--- config.mk ---
export PLATFORM = sky130hd
export DESIGN_NAME = ula_io_flat
export DESIGN_NICKNAME = d
export VERILOG_FILES = /design/src/rtl/ula_io_if.sv /design/src/rtl/ula_io.sv /design/src/flat_wrapper.sv
export SDC_FILE = /design/constraint.sdc
export NUM_CORES = 1
export LEC_CHECK = 0
export ABC_AREA = 1
export BUFFER_PORTS_ARGS = -buffer_cell sky130_fd_sc_hd__buf_2
export CORE_MARGIN = 5
export CORE_UTILIZATION = 41
export CTS_BUF_LIST = sky130_fd_sc_hd__clkbuf_16
export CTS_CLUSTER_DIAMETER = 30
export DETAILED_ROUTE_END_ITERATION = 8
export GPL_TIMING_DRIVEN = 0
export PLACE_DENSITY = 0.7
export SLEW_MARGIN = 20
export SYNTH_ARGS = -nofsm -noshare
export SYNTH_HDL_FRONTEND = slang
export SYNTH_SLANG_ARGS = --single-unit
--- constraint.sdc ---
create_clock -name clk -period 1.7 [get_ports clk]
set_clock_uncertainty 0.2 [all_clocks]
set_input_delay 0.085 -clock clk [delete_from_list [all_inputs] [get_ports clk]]
set_output_delay 0.085 -clock clk [all_outputs]
set_load 0.05 [all_outputs]
--- src/rtl/ula_io_if.sv ---
// ula_io_if -- CPU-side I/O bus between the Z80 core and the ULA port block.
// The master modport is the CPU (or a bench driving it), the slave modport is
// the ULA port decoder, which returns read data and a read-select flag.
interface ula_io_if;
  logic [15:0] addr;
  logic        n_iorq;
  logic        n_wr;
  logic        n_rd;
  logic [7:0]  din;
  logic [7:0]  dout;
  logic        rd_sel;

  modport master (
    output addr, n_iorq, n_wr, n_rd, din,
    input  dout, rd_sel
  );

  modport slave (
    input  addr, n_iorq, n_wr, n_rd, din,
    output dout, rd_sel
  );
endinterface

--- src/rtl/ula_io.sv ---
// ula_io -- ULA port 0xFE: border/MIC/beeper write latch, keyboard/EAR read,
// beeper-activity LED stretcher and 1-bit audio output.
// Optional feature macro ULA_IO_DAC_EN: when defined, audio_pdm comes from a
// DAC_W-bit first-order sigma-delta modulator mixing speaker and MIC levels;
// when undefined, audio_pdm is simply the speaker bit delayed by one clock.
module ula_io #(
  parameter int DAC_W = 8,
  parameter int ACT_W = 16
) (
  input  logic       clk,
  input  logic       reset_n,
  ula_io_if.slave    bus,
  input  logic [4:0] key_data,
  input  logic       ear_in,
  output logic [2:0] border,
  output logic       mic,
  output logic       speaker,
  output logic       audio_pdm,
  output logic       activity
);

  logic             sel;
  logic             wr_n_c;
  logic             wr_q;
  logic             wr_armed;
  logic             write_det;
  logic             ear_s1;
  logic             ear_s;
  logic [ACT_W-1:0] act_cnt;
  logic             unused_bits;

  // Only addr[0] decodes the port; the upper address bits and din[7:5] are
  // deliberately ignored, as on the original machine.
  assign sel         = ~bus.n_iorq & ~bus.addr[0];
  assign wr_n_c      = bus.n_iorq | bus.n_wr | bus.addr[0];
  assign write_det   = ~wr_n_c & wr_q & wr_armed;
  assign bus.rd_sel  = sel & ~bus.n_rd;
  assign bus.dout    = bus.rd_sel ? {1'b1, ear_s, 1'b1, key_data} : 8'hFF;
  assign activity    = (act_cnt != '0);
  assign unused_bits = ^{bus.addr[15:1], bus.din[7:5]};

  // Falling-edge detector on the write strobe. wr_armed stays low after reset
  // until the strobe has been seen high, so an access already in progress when
  // reset releases can never be mistaken for a fresh write.
  always_ff @(posedge clk or negedge reset_n) begin
    if (!reset_n) begin
      wr_q     <= 1'b1;
      wr_armed <= 1'b0;
    end else begin
      wr_q <= wr_n_c;
      if (wr_n_c) begin
        wr_armed <= 1'b1;
      end
    end
  end

  // Port 0xFE output latch, loaded once per write access.
  always_ff @(posedge clk or negedge reset_n) begin
    if (!reset_n) begin
      border  <= 3'b000;
      mic     <= 1'b0;
      speaker <= 1'b0;
    end else if (write_det) begin
      border  <= bus.din[2:0];
      mic     <= bus.din[3];
      speaker <= bus.din[4];
    end
  end

  // Two-flop synchronizer for the asynchronous tape EAR input.
  always_ff @(posedge clk or negedge reset_n) begin
    if (!reset_n) begin
      ear_s1 <= 1'b0;
      ear_s  <= 1'b0;
    end else begin
      ear_s1 <= ear_in;
      ear_s  <= ear_s1;
    end
  end

  // Activity stretcher: every beeper toggle (re)loads all-ones, then it counts down to zero.
  always_ff @(posedge clk or negedge reset_n) begin
    if (!reset_n) begin
      act_cnt <= '0;
    end else if (write_det && (bus.din[4] != speaker)) begin
      act_cnt <= '1;
    end else if (act_cnt != '0) begin
      act_cnt <= act_cnt - {{(ACT_W-1){1'b0}}, 1'b1};
    end
  end

`ifdef ULA_IO_DAC_EN
  // Speaker contributes 3/4 of full scale, MIC 1/4; both together reach
  // exactly 2^DAC_W, which is clamped to all-ones so it never wraps to silence.
  localparam logic [DAC_W:0] SPK_LVL = {1'b0, 2'b11, {(DAC_W-2){1'b0}}};
  localparam logic [DAC_W:0] MIC_LVL = {2'b00, 1'b1, {(DAC_W-2){1'b0}}};

  logic [DAC_W:0]   level_sum;
  logic [DAC_W-1:0] level;
  logic [DAC_W-1:0] acc;
  logic [DAC_W:0]   acc_sum;

  // Mix the two sources into a saturated level and form the next accumulator sum.
  always_comb begin
    level_sum = '0;
    if (speaker) begin
      level_sum = level_sum + SPK_LVL;
    end
    if (mic) begin
      level_sum = level_sum + MIC_LVL;
    end
    level   = level_sum[DAC_W] ? {DAC_W{1'b1}} : level_sum[DAC_W-1:0];
    acc_sum = {1'b0, acc} + {1'b0, level};
  end

  // First-order sigma-delta: the registered carry is the pulse-density output.
  always_ff @(posedge clk or negedge reset_n) begin
    if (!reset_n) begin
      acc       <= '0;
      audio_pdm <= 1'b0;
    end else begin
      acc       <= acc_sum[DAC_W-1:0];
      audio_pdm <= acc_sum[DAC_W];
    end
  end
`else
  // Plain beeper output: the speaker bit delayed by one clock.
  always_ff @(posedge clk or negedge reset_n) begin
    if (!reset_n) begin
      audio_pdm <= 1'b0;
    end else begin
      audio_pdm <= speaker;
    end
  end
`endif

endmodule

--- src/flat_wrapper.sv ---
// flat-port wrapper written by rule: the top's interface ports become plain ports
module ula_io_flat 
#(
  parameter int DAC_W = 8,
  parameter int ACT_W = 16
)
  (clk, reset_n, key_data, ear_in, border, mic, speaker, audio_pdm, activity, bus_addr, bus_n_iorq, bus_n_wr, bus_n_rd, bus_din, bus_dout, bus_rd_sel);
  ula_io_if bus_i ();
  input  logic clk;
  input  logic reset_n;
  input  logic [4:0] key_data;
  input  logic ear_in;
  output logic [2:0] border;
  output logic mic;
  output logic speaker;
  output logic audio_pdm;
  output logic activity;
  input wire logic [$bits(bus_i.addr)-1:0] bus_addr;
  input wire logic [$bits(bus_i.n_iorq)-1:0] bus_n_iorq;
  input wire logic [$bits(bus_i.n_wr)-1:0] bus_n_wr;
  input wire logic [$bits(bus_i.n_rd)-1:0] bus_n_rd;
  input wire logic [$bits(bus_i.din)-1:0] bus_din;
  output wire logic [$bits(bus_i.dout)-1:0] bus_dout;
  output wire logic [$bits(bus_i.rd_sel)-1:0] bus_rd_sel;
  assign bus_i.addr = bus_addr;
  assign bus_i.n_iorq = bus_n_iorq;
  assign bus_i.n_wr = bus_n_wr;
  assign bus_i.n_rd = bus_n_rd;
  assign bus_i.din = bus_din;
  assign bus_dout = bus_i.dout;
  assign bus_rd_sel = bus_i.rd_sel;
  ula_io #(.DAC_W(DAC_W), .ACT_W(ACT_W)) u_core (.clk(clk), .reset_n(reset_n), .bus(bus_i), .key_data(key_data), .ear_in(ear_in), .border(border), .mic(mic), .speaker(speaker), .audio_pdm(audio_pdm), .activity(activity));
endmodule
==> reports/metrics.yaml <==
synth_top_family_by_area: "simple AND/OR/NAND/NOR gates"
drt_first_pass_iters: 4
clk_latency_ns: 0.26
clk_pin_slew_ns: 0.06
netlist_instances: 195
worstPathRequired_ns: 1.41
yosysWarningCount: 0
rows: 22
start_util_pct: 41.8
arrival_ns: 1.36
dpl_cell_area_mm2: 0.00174
antenna_found_initial: 0
nFillCells: 344
drt_wl_total_mm: 3.35
core_mm2: 0.00363
grtUsageTotal_pct: 14.4
use_met3_pct: 3.41
worst_setup_path_start_kind: "flop"
outcome: "completed"
yosys.area_share.simple_pct: 39.2
dr.first_iter.drc_count: 78
post-route-period-util_pct: 96.6
grt_use_met1_pct: 18.3
max_slew.worst_pin.slew_ns: 0.582
drive_gt1_share_pct: 29.4
synth-edff-count: 0
fin_ws_ns: 0.0577
final_core_util_pct: 54.6
met2_usage_pct: 25.3
antennaDiodeCount: 0
grt_max_degree: 27
cts_buffers: 3
hold_violations: 0
globalRouteOverflowTotal: 0
hold_path.class: "input port to flop"
cts_tree: "yes"
ys_seq_elements: 26
yosysUniqueCellTypes: 28
grt_pass1_vias: 1389
die_area_mm2: 0.00503
die_h_um: 70.9
dp_slack_ns: -0.0540
clock_sinks: 26
p_leak_nw: 0.968
max_stage_delay_ns: 0.39
nets: 282
synth_area_leaders: "dfrtp_1 41%, nand2_1 12%, inv_1 8.6%"
synthMuxAreaShare_pct: 0
root_buffer: "clkbuf_16"
final_cell_mix: "49 x nand2_1, 33 x inv_1, 29 x buf_2, 25 x dfrtp_1, 22 x nand3_1"
syn_area_per_cell_um2: 7.80
final_common_cell: "nand2_1"
yosys.area.top_type_share_pct: 41.2
path_max_fanout: 4
async_reset_ff_share_pct: 100
p_per_area_mw_per_mm2: 1050
busiest_layer: "met2"
finalMaxSlewViolations: 0
antenna_left: 0
fin_area_mm2: 0.00199
synth_compound_area_share_pct: 5.10
gp_congestion: 0.867
syn_to_final_growth_pct: 30.6
seq_area_frac_synth_pct: 42.9
critPathKind: "flop to output pin"
synth-xor-area-share_pct: 1.15
period_needed_ns: 1.64
io_pins: 51
synth_top_cell_by_area: "dfrtp_1"
multi_input_area_um2: 741
whs_ns: 0.0151
die_w_um: 70.9
synth-adder-area-share_pct: 0.823
critPathBufInv: 2
ys.flop_type: "dfrtp_1"
slowest_stage: "dfrtp_1"
setup.worst_path.end_class: "output pin"
setup_violations: 0
ctsHtreeMaxLevel: 1
seqCellArea_um2: 652
wl_per_cell_um: 11.4
fin_tns_setup_ns: 0
drv_cap: 0
vias_per_cell: 4.66
grt_pass1_wl_mm: 6.00
cp_top_family: "flip-flops"
cts_buffer_depth: 2
numPortBuffers: 30
route.detailed.drc: 0
dp_hpwl_mm: 2.37
path_cells: "inv_2, ha_4, nand2_4, nor2_4, nand3_4, buf_8"
timing.slew.headroom_pct: 61.2
netlist_area_mm2: 0.00152
vias: 1365
vdd_ir_drop_max_uv: 671
fmax_ghz: 0.609
==> Yosys cell counts, types with 2 or more instances <==
master   count
nand3_4      3
nand4_1      4
nor2_2       7
buf_4        2
nand2_2      2
a21oi_1      5
nor2_4       5
inv_1       35
nand3_1     22
o21ai_1      2
nand2_1     50
nor2_1      14
o21a_1       2
dfrtp_1     25
o21ai_0      4
==> through the flow <==
| step | power (mW) | std cells |
|---|---|---|
| after floorplan | 1.31 | 196 |
| after global placement | 1.43 | 274 |
| after detailed placement | 1.45 | 274 |
| after CTS | 2.04 | 289 |
| after global routing | 2.22 | 293 |
| final | 2.08 | 293 |
==> repair_timing <==
action / CTS / global route
resized for setup: 6 / 5
hold endpoints to repair: 32 / 0
hold buffers: 8 / 0
setup buffers: 3 / 4
endpoints found under the setup margin: 11 / 4
pin swaps: 2 / 3
==> final timing paths <==
path	end	slack, ns	start	depth (start not counted)
max	activity	0.06	u_core.act_cnt[1]$_DFFE_PN0P_	6
min reg2reg	u_core.ear_s$_DFF_PN0_	0.15	u_core.ear_s1$_DFF_PN0_	0
min	u_core.wr_q$_DFF_PN1_	0.02	bus_addr[0]	5
max in group asynchronous	u_core.act_cnt[2]$_DFFE_PN0P_	0.75	reset_n	2
min in group asynchronous	u_core.act_cnt[14]$_DFFE_PN0P_	0.16	reset_n	2
max reg2reg	u_core.act_cnt[15]$_DFFE_PN0P_	0.10	u_core.act_cnt[1]$_DFFE_PN0P_	7
==> registers in the layout, indices dropped and copies added (netlist names) <==
signal,flops
u_core.wr_q,1
u_core.speaker,1
u_core.ear_s,1
u_core.mic,1
u_core.wr_armed,1
u_core.ear_s1,1
u_core.border,3
u_core.act_cnt,16
u_core.audio_pdm,1
==> worst register-to-register path, cell delays in order (launching register included) <==
cell,delay [ns]
dfrtp_1,0.39
buf_4,0.14
nor2_2,0.16
nand2_2,0.13
nor2_4,0.17
nand3_2,0.09
a21oi_1,0.15
nand2_1,0.06
==> kinds of logic (layout without fill, tap and decap cells) <==
logic type,count (synthesis),in the layout
XOR/XNOR,2,2
flip-flops,26,26
AO/OA/AOI/OAI,14,14
buffers and inverters,39,88
other,1,2
adder cells (fa/ha/maj),1,1
AND/OR/NAND/NOR,112,112
==> layer usage <==
| layer | wire [um] | share of wire (%) |
|---|---|---|
| met2 | 1740 | 52 |
| met4 | 19 | 0.57 |
| met5 | 0 | 0 |
| met1 | 1450 | 43 |
| met3 | 140 | 4.2 |
==> power by group <==
part | internal (mW) | total (mW) | leakage (nW) | switching (mW)
registers | 0.734 | 0.862 | 0.273 | 0.128
logic | 0.281 | 0.700 | 0.656 | 0.420
clock network | 0.315 | 0.519 | 0.0385 | 0.204
==> area by class of cell <==
cell class	instances	share of cell area, %
multi-input combinational	131	37.3
sequential	26	32.8
timing repair buffer	45	14.7
inverter	36	6.81
clock buffer	3	3.78
tap	48	3.02
buffer	3	1.32
clock inverter	1	0.189
Note: power is estimated with default switching activity, not from simulation.
